===== config.mk =====
export PLATFORM = sky130hd
export DESIGN_NAME = alu_ctrl_seq
export DESIGN_NICKNAME = d
export VERILOG_FILES = /design/src/rtl/alu_ctrl_pkg.sv /design/src/rtl/alu_ctrl_seq_md_iter.sv /design/src/rtl/alu_ctrl_seq.sv
export SDC_FILE = /design/constraint.sdc
export NUM_CORES = 1
export LEC_CHECK = 0
export CAP_MARGIN = 20
export CELL_PAD_IN_SITES_DETAIL_PLACEMENT = 1
export CELL_PAD_IN_SITES_GLOBAL_PLACEMENT = 1
export CORE_ASPECT_RATIO = 0.7
export CORE_MARGIN = 8
export CORE_UTILIZATION = 48
export DETAILED_ROUTE_END_ITERATION = 7
export GPL_ROUTABILITY_DRIVEN = 0
export GPL_TIMING_DRIVEN = 0
export PLACE_DENSITY_LB_ADDON = 0.1
export SLEW_MARGIN = 20
export SYNTH_ARGS = -nofsm -noshare
export SYNTH_HDL_FRONTEND = slang
export SYNTH_HIERARCHICAL = 1
export SYNTH_SLANG_ARGS = --single-unit

===== constraint.sdc =====
create_clock -name clk_i -period 6.5 [get_ports clk_i]
set_clock_uncertainty 0.1 [all_clocks]
set_input_delay 0.975 -clock clk_i [delete_from_list [all_inputs] [get_ports clk_i]]
set_output_delay 0.975 -clock clk_i [all_outputs]
set_load 0.02 [all_outputs]

===== src/rtl/alu_ctrl_pkg.sv =====
// alu_ctrl_pkg -- shared constants and types for alu_ctrl_seq and md_iter.
//   ALUCtrl operation codes, funct7/funct3 field values, ALUOp encodings
//   and the multiply/divide sequencer state type.
package alu_ctrl_pkg;

  // ALUCtrl operation codes
  localparam logic [3:0] ALU_AND  = 4'd0;
  localparam logic [3:0] ALU_XOR  = 4'd1;
  localparam logic [3:0] ALU_SLL  = 4'd2;
  localparam logic [3:0] ALU_ADD  = 4'd3;
  localparam logic [3:0] ALU_SUB  = 4'd4;
  localparam logic [3:0] ALU_MD   = 4'd5;  // select md_result
  localparam logic [3:0] ALU_LDI0 = 4'd6;
  localparam logic [3:0] ALU_LDI5 = 4'd7;
  localparam logic [3:0] ALU_BR   = 4'd8;

  // funct7 values
  localparam logic [6:0] F7_BASE = 7'b0000000;
  localparam logic [6:0] F7_ALT  = 7'b0100000;
  localparam logic [6:0] F7_MD   = 7'b0000001;

  // funct3 values, integer R-type
  localparam logic [2:0] F3_ADD  = 3'b000;
  localparam logic [2:0] F3_SLL  = 3'b001;
  localparam logic [2:0] F3_XOR  = 3'b100;
  localparam logic [2:0] F3_SR   = 3'b101;
  localparam logic [2:0] F3_AND  = 3'b111;

  // funct3 values, multiply/divide (funct7 = F7_MD)
  localparam logic [2:0] F3_MUL   = 3'b000;
  localparam logic [2:0] F3_MULHU = 3'b011;
  localparam logic [2:0] F3_DIVU  = 3'b101;
  localparam logic [2:0] F3_REMU  = 3'b111;

  // ALUOp encodings
  localparam logic [1:0] OP_LDIMM  = 2'b00;
  localparam logic [1:0] OP_BRANCH = 2'b01;
  localparam logic [1:0] OP_RTYPE  = 2'b10;
  localparam logic [1:0] OP_RSVD   = 2'b11;

  typedef enum logic [1:0] {
    ST_IDLE,
    ST_RUN,
    ST_DONE
  } md_state_t;

endpackage


===== src/rtl/alu_ctrl_seq_md_iter.sv =====
// md_iter -- iterative unsigned multiply/divide datapath, one step per cycle.
//   clk, rst   : clock, asynchronous active-high reset
//   load       : capture a, b, funct3 and clear the accumulator
//   step       : perform one shift-add (multiply) or restoring-subtract
//                (divide) step
//   funct3     : mul/div selector captured on load
//   a, b       : operands (multiplicand/multiplier, dividend/divisor)
//   result     : value the final step produces for the captured funct3;
//                only meaningful during the last step
module md_iter
  import alu_ctrl_pkg::*;
#(
  parameter int unsigned XLEN = 32
) (
  input  logic            clk,
  input  logic            rst,
  input  logic            load,
  input  logic            step,
  input  logic [2:0]      funct3,
  input  logic [XLEN-1:0] a,
  input  logic [XLEN-1:0] b,
  output logic [XLEN-1:0] result
);

  // hi/lo share roles: multiply keeps the {hi,lo} product with the
  // multiplier shifting out of lo; divide keeps remainder in hi and the
  // dividend/quotient shifting through lo.
  logic [XLEN-1:0] hi_q, lo_q, b_q;
  logic [XLEN-1:0] hi_d, lo_d, addend;
  logic [2:0]      f3_q;
  logic [XLEN:0]   sum, shifted, diff;

  always_comb begin
    addend  = lo_q[0] ? b_q : '0;
    sum     = {1'b0, hi_q} + {1'b0, addend};
    shifted = {hi_q, lo_q[XLEN-1]};
    diff    = shifted - {1'b0, b_q};
    hi_d    = hi_q;
    lo_d    = lo_q;
    if (f3_q[2]) begin
      // Divide: diff[XLEN] is the borrow. With b=0 the remainder never
      // reaches bit XLEN-1 before the last step, so quotient ends all ones
      // and remainder ends equal to the dividend.
      hi_d = diff[XLEN] ? shifted[XLEN-1:0] : diff[XLEN-1:0];
      lo_d = {lo_q[XLEN-2:0], ~diff[XLEN]};
    end else begin
      hi_d = sum[XLEN:1];
      lo_d = {sum[0], lo_q[XLEN-1:1]};
    end
  end

  always_comb begin
    result = '0;
    case (f3_q)
      F3_MUL:   result = lo_d;
      F3_MULHU: result = hi_d;
      F3_DIVU:  result = lo_d;
      F3_REMU:  result = hi_d;
      default:  result = '0;
    endcase
  end

  always_ff @(posedge clk or posedge rst) begin
    if (rst) begin
      hi_q <= '0;
      lo_q <= '0;
      b_q  <= '0;
      f3_q <= '0;
    end else if (load) begin
      hi_q <= '0;
      lo_q <= a;
      b_q  <= b;
      f3_q <= funct3;
    end else if (step) begin
      hi_q <= hi_d;
      lo_q <= lo_d;
    end
  end

endmodule


===== src/rtl/alu_ctrl_seq.sv =====
// alu_ctrl_seq -- ALU control decode plus multi-cycle mul/div sequencer.
//   clk_i, rst_i : clock, asynchronous active-high reset
//   valid_i      : decode-slot instruction valid
//   flush_i      : synchronous abort of a multi-cycle op
//   funct_i      : {funct7, funct3}
//   ALUOp_i      : 00 load/imm, 01 branch, 10 R-type, 11 reserved
//   rs1_i, rs2_i : mul/div operands
//   ALUCtrl_o    : combinational ALU operation code
//   ready_o      : sequencer idle, can accept a mul/div op
//   md_busy_o    : stall request while an op is in flight
//   md_valid_o   : one-cycle pulse, md_result_o final
//   md_result_o  : mul/div result, held until the next completion
// Build option: ALU_CTRL_SEQ_EARLY_OUT_EN -- zero-operand multiply and
//   divide-by-zero complete straight from accept without iterating.
module alu_ctrl_seq
  import alu_ctrl_pkg::*;
#(
  parameter int unsigned XLEN   = 32,
  parameter int unsigned CTRL_W = 4
) (
  input  logic              clk_i,
  input  logic              rst_i,
  input  logic              valid_i,
  input  logic              flush_i,
  input  logic [9:0]        funct_i,
  input  logic [1:0]        ALUOp_i,
  input  logic [XLEN-1:0]   rs1_i,
  input  logic [XLEN-1:0]   rs2_i,
  output logic [CTRL_W-1:0] ALUCtrl_o,
  output logic              ready_o,
  output logic              md_busy_o,
  output logic              md_valid_o,
  output logic [XLEN-1:0]   md_result_o
);

  localparam int unsigned CNT_W = $clog2(XLEN);

  logic [6:0]       funct7;
  logic [2:0]       funct3;
  logic [3:0]       code;
  logic             is_md;
  logic             accept;
  logic             step;
  logic             early_hit;
  logic [XLEN-1:0]  early_result;
  logic [XLEN-1:0]  iter_result;
  logic [CNT_W-1:0] cnt_q;
  md_state_t        state_q, state_d;

  assign funct7 = funct_i[9:3];
  assign funct3 = funct_i[2:0];
  assign is_md  = (ALUOp_i == OP_RTYPE) && (funct7 == F7_MD);

  // ALU control decode
  always_comb begin
    code = ALU_ADD;
    case (ALUOp_i)
      OP_RTYPE: begin
        if (funct7 == F7_MD) begin
          code = ALU_MD;
        end else if (funct7 == F7_BASE) begin
          case (funct3)
            F3_AND:  code = ALU_AND;
            F3_XOR:  code = ALU_XOR;
            F3_SLL:  code = ALU_SLL;
            F3_ADD:  code = ALU_ADD;
            default: code = ALU_ADD;
          endcase
        end else if (funct7 == F7_ALT && funct3 == F3_ADD) begin
          code = ALU_SUB;
        end
      end
      OP_LDIMM: begin
        if (funct3 == F3_ADD)     code = ALU_LDI0;
        else if (funct3 == F3_SR) code = ALU_LDI5;
      end
      OP_BRANCH: code = ALU_BR;
      default:   code = ALU_ADD;
    endcase
  end

  assign ALUCtrl_o = CTRL_W'(code);

`ifdef ALU_CTRL_SEQ_EARLY_OUT_EN
  always_comb begin
    early_hit    = 1'b0;
    early_result = '0;
    case (funct3)
      F3_MUL, F3_MULHU: begin
        if (rs1_i == '0 || rs2_i == '0) early_hit = 1'b1;
      end
      F3_DIVU: begin
        if (rs2_i == '0) begin
          early_hit    = 1'b1;
          early_result = '1;
        end
      end
      F3_REMU: begin
        if (rs2_i == '0) begin
          early_hit    = 1'b1;
          early_result = rs1_i;
        end
      end
      default: early_hit = 1'b0;
    endcase
  end
`else
  assign early_hit    = 1'b0;
  assign early_result = '0;
`endif

  // Sequencer next-state and outputs
  always_comb begin
    state_d = state_q;
    accept  = 1'b0;
    step    = 1'b0;
    case (state_q)
      ST_IDLE: begin
        if (valid_i && is_md && !flush_i) begin
          accept  = 1'b1;
          state_d = early_hit ? ST_DONE : ST_RUN;
        end
      end
      ST_RUN: begin
        step = !flush_i;
        if (cnt_q == '0) state_d = ST_DONE;
      end
      ST_DONE: state_d = ST_IDLE;
      default: state_d = ST_IDLE;
    endcase
    if (flush_i) state_d = ST_IDLE;
  end

  assign ready_o    = (state_q == ST_IDLE);
  assign md_busy_o  = (state_q == ST_RUN) || (state_q == ST_DONE);
  assign md_valid_o = (state_q == ST_DONE);

  always_ff @(posedge clk_i or posedge rst_i) begin
    if (rst_i) begin
      state_q     <= ST_IDLE;
      cnt_q       <= '0;
      md_result_o <= '0;
    end else begin
      state_q <= state_d;
      if (accept) begin
        cnt_q <= CNT_W'(XLEN - 1);
      end else if (step && cnt_q != '0) begin
        cnt_q <= cnt_q - 1'b1;
      end
      // Result only moves on a completing step or an early-out accept,
      // so a flushed op leaves the previous value visible.
      if (accept && early_hit) begin
        md_result_o <= early_result;
      end else if (step && cnt_q == '0) begin
        md_result_o <= iter_result;
      end
    end
  end

  md_iter #(
    .XLEN(XLEN)
  ) u_md_iter (
    .clk    (clk_i),
    .rst    (rst_i),
    .load   (accept),
    .step   (step),
    .funct3 (funct3),
    .a      (rs1_i),
    .b      (rs2_i),
    .result (iter_result)
  );

endmodule

==> Implementation_results.wiki <==
{| class="wikitable"
! Metric !! Value
|-
| Min-Delay Path Class || reg -> reg
|-
| Overflow after GRT || 0
|-
| Hold violation total from the final report || 0
|-
| Synthesized cell area || 11600 um^2
|-
| Clk root buf || sky130_fd_sc_hd__clkbuf_16
|-
| Net count, final || around 1700
|-
| Worst Path Arrival || just over 5000 ps
|-
| Clock transition at the register clock pins on the worst setup and hold paths after CTS || ~70 ps
|-
| Number of enable flip-flop cells after synthesis || 0
|-
| Critical setup path kind || reg -> reg
|-
| Post-Place Setup Slack || 1820 ps
|-
| Vertical extent of the die || between 100 and 150 um
|-
| Final count of negative-setup-slack endpoints || 0
|-
| Number of placement rows || 47
|-
| Clock tree from TritonCTS || yes
|-
| Pin slew with the least headroom to its limit || roughly 1100 ps
|-
| Antenna violations before repair || 1
|-
| Number of warnings issued by yosys || 6
|-
| Io pins || 119
|-
| Routed WL per cell || around 26 um
|-
| Placed Instances || ~1800
|-
| Dominant synthesized flop cell || sky130_fd_sc_hd__dfrtp_1
|-
| Crit path setup slack, layout || 1610 ps
|-
| Post-detailed-routing wire length || between 40 and 50 mm
|-
| DIE WIDTH || roughly 200 um
|-
| Required time reported for the critical path endpoint || 6770 ps
|-
| Area growth from synthesis to layout || 19.2%
|-
| Maximum number of pins on one net before global-route repair || between 50 and 60
|-
| Max-cap violations || 0
|-
| Count of TritonRoute iterations in the first routing pass || 6
|-
| GRT met1 Usage || 43.6%
|-
| Post-Synthesis Mean Instance Area || roughly 8.5 um^2
|-
| Count of buffers added by post-CTS timing repair for setup || 0
|-
| Synthesized Nets || 1516
|-
| Area of the die || 29500 um^2
|-
| RSZ-0062 raised after global routing || false
|-
| Share of the synthesized area in the top cell type || 29.7%
|-
| Number of antenna repair diodes || 0
|-
| Vias per inst || approximately 6.5
|-
| Vias in the first global route || between 10000 and 15000
|-
| Startpoint types || flip-flop
|-
| Fmax achieved || about 200 MHz
|-
| Result of the run || complete, no violations
|-
| Remaining antenna violation count || 0
|-
| Via Count || between 10000 and 15000
|-
| Synthesized flop and latch total || between 100 and 150
|-
| Routing usage on met2 || between 40% and 50%
|-
| Most frequent cells after synthesis || 138 x sky130_fd_sc_hd__dfrtp_1, 138 x sky130_fd_sc_hd__nand2_1, 130 x sky130_fd_sc_hd__o21ai_0
|-
| Nature of the critical path endpoint || flip-flop
|-
| Library cell with the largest summed area after synthesis || sky130_fd_sc_hd__dfrtp_1
|-
| Count of input and output buffers || 118
|-
| Asr flop ratio synth || 100%
|-
| Core footprint || 23700 um^2
|-
| Number of hold-repair buffers added at the cts stage || 0
|-
| Placed Instance Area || approximately 13000 um^2
|-
| Max-slew headroom || between 20 and 30%
|-
| Source-to-sink clock delay at the later pin of the worst-skew pair || 440 ps
|-
| Synthesized instance count || 1365
|-
| Detailed-placement wirelength estimate || 36.8 mm
|-
| Largest driver fanout on the critical path || 10
|-
| Leakage power || about 6.3 nW
|-
| Final number of max-transition violations || 0
|-
| Number of gates resized after cts || 0
|-
| Final std cell area, no fill || ~14000 um^2
|-
| First-iteration detailed-routing DRC count || roughly 1200
|-
| Layout cells sized above 1 || a little under a tenth
|-
| Number of distinct standard cells referenced by the synthesized netlist || ~100
|-
| Min cycle time layout || slightly below 5000 ps
|-
| Met3 Track Usage GR || approximately 7.7%
|-
| H-tree depth || 4
|-
| Post-route setup TNS || 0 ps
|-
| Initial core utilization || 49.1%
|-
| TritonCTS Sinks || 138
|-
| Worst supply voltage drop on vdd || 193 uV
|-
| Layout Cells excl Fill || approximately 1800
|-
| Final core utilization || 58.5%
|-
| Peak-usage layer in the global routing report || met2
|-
| Worst hold slack || 396 ps
|-
| All-layer global routing usage || 31.4%
|-
| Wire length of the first global-routing pass || approximately 73 mm
|-
| P per Cell Area || ~160 nW/um^2
|-
| Number of buffers created by CTS || 17
|-
| Tcrit/Tclk final || between 70% and 80%
|-
| Worst-case clock buffer depth || 2
|-
| Biggest area contributors in the synthesized netlist || sky130_fd_sc_hd__dfrtp_1 30%, sky130_fd_sc_hd__ha_1 7.4%, sky130_fd_sc_hd__o21ai_0 5.6%
|-
| Remaining DRCs || 0
|-
| Total chip power || 2.15 mW
|-
| Sequential cell area fraction in the yosys report || between 20 and 30%
|}
[sequential cells by signal, summed over array words and instances (netlist names)]
name / flops
md_result_o: 32
u_md_iter/b_q: 32
u_md_iter/hi_q: 32
u_md_iter/lo_q: 32
cnt_q: 5
u_md_iter/f3_q: 3
state_q: 2
[path summary, 6_finish.rpt]
check	start	to	slack (ps)	depth (start not counted)
worst max-delay path	u_md_iter/lo_q[0]	md_result_o[29]	1610	15
worst min-delay path	cnt_q[4]	cnt_q[4]	400	2
worst max register to register	u_md_iter/lo_q[0]	md_result_o[29]	1610	15
worst min register to register	cnt_q[4]	cnt_q[4]	400	2
max in group asynchronous	rst_i	u_md_iter/lo_q[10]	4710	3
min in group asynchronous	rst_i	md_result_o[25]	820	2
[power by group]
part           total (mW)  leakage, nW  internal [mW]  switching, mW
Combinational       0.235         4.32         0.0986          0.136
Sequential          0.883         1.73          0.870         0.0128
Clock                1.04        0.285          0.621          0.415
Total                2.15         6.34           1.59          0.564
[per-layer routing]
metal | share of wire (%) | wire length, um
met4 | 2.2 | 1060
met5 | 0 | 0
met1 | 44 | 20800
met2 | 44 | 20800
met3 | 9.6 | 4530
[cells by family (layout without fill, tap and decap cells)]
| group | count (synthesis) | count (layout) | share of synthesized area [%] |
|---|---|---|---|
| AOI/OAI and AO/OA | 462 | 462 | 27.0 |
| xor gates and xnor gates | 50 | 50 | 3.77 |
| adders and majority gates | 71 | 71 | 7.77 |
| buffers and inverters | 151 | 301 | 6.06 |
| DFF | 138 | 138 | 29.7 |
| muxes | 76 | 76 | 7.94 |
| and+or+nand+nor | 417 | 417 | 17.8 |
[critical path, cell delays in order, from the launching register on]
cell and delay (ps):
sky130_fd_sc_hd__dfrtp_1 520, sky130_fd_sc_hd__clkbuf_1 640, sky130_fd_sc_hd__and2_1 230, sky130_fd_sc_hd__ha_1 260
sky130_fd_sc_hd__inv_1 90, sky130_fd_sc_hd__fa_1 440, sky130_fd_sc_hd__and2b_1 250, sky130_fd_sc_hd__o31ai_1 160
sky130_fd_sc_hd__o211ai_2 330, sky130_fd_sc_hd__a31oi_4 190, sky130_fd_sc_hd__o21ai_2 370, sky130_fd_sc_hd__and2_1 220
sky130_fd_sc_hd__a41oi_1 130, sky130_fd_sc_hd__mux2_2 360, sky130_fd_sc_hd__o32ai_1 340, sky130_fd_sc_hd__mux2_1 180
[layout by cell type, fill, tap and decap left out, types with 6 or more instances in the layout]
master / synthesis / routed
sky130_fd_sc_hd__buf_2: 7 / 7
sky130_fd_sc_hd__mux2i_1: 39 / 39
sky130_fd_sc_hd__o211ai_1: 16 / 16
sky130_fd_sc_hd__nor3_1: 30 / 30
sky130_fd_sc_hd__and3_1: 6 / 6
sky130_fd_sc_hd__nand3_1: 20 / 20
sky130_fd_sc_hd__xor2_1: 19 / 19
sky130_fd_sc_hd__o31ai_1: 9 / 9
sky130_fd_sc_hd__ha_1: 69 / 69
sky130_fd_sc_hd__o21a_1: 11 / 11
sky130_fd_sc_hd__clkbuf_1: 53 / 54
sky130_fd_sc_hd__mux2_4: 31 / 31
sky130_fd_sc_hd__nand4_1: 11 / 11
sky130_fd_sc_hd__o32ai_1: 21 / 21
sky130_fd_sc_hd__clkbuf_16: 0 / 17
sky130_fd_sc_hd__a311oi_1: 7 / 7
sky130_fd_sc_hd__nor2b_1: 11 / 11
sky130_fd_sc_hd__a211oi_1: 14 / 14
sky130_fd_sc_hd__nand3b_1: 6 / 6
sky130_fd_sc_hd__a21o_1: 28 / 28
sky130_fd_sc_hd__a31o_2: 6 / 6
sky130_fd_sc_hd__nand2b_1: 21 / 21
sky130_fd_sc_hd__nand2_1: 138 / 138
sky130_fd_sc_hd__a21oi_1: 108 / 108
sky130_fd_sc_hd__or3_1: 9 / 9
sky130_fd_sc_hd__inv_1: 69 / 67
sky130_fd_sc_hd__o21ai_0: 130 / 130
sky130_fd_sc_hd__dfrtp_1: 138 / 138
sky130_fd_sc_hd__and2_1: 39 / 39
sky130_fd_sc_hd__o211a_1: 9 / 9
sky130_fd_sc_hd__clkdlybuf4s50_1: 0 / 118
sky130_fd_sc_hd__nor2_1: 93 / 93
sky130_fd_sc_hd__a31oi_1: 17 / 17
sky130_fd_sc_hd__xnor2_1: 31 / 31
[cell type report]
cell class | instances | area, um^2
Fill cell | 2811 | 9840
Multi-Input combinational cell | 1076 | 7470
Sequential cell | 138 | 3450
Timing Repair Buffer | 120 | 1230
Clock buffer | 20 | 457
Buffer | 79 | 429
Tap cell | 318 | 398
Inverter | 72 | 280
Clock inverter | 10 | 144
Note: power is estimated with default switching activity, not from simulation.
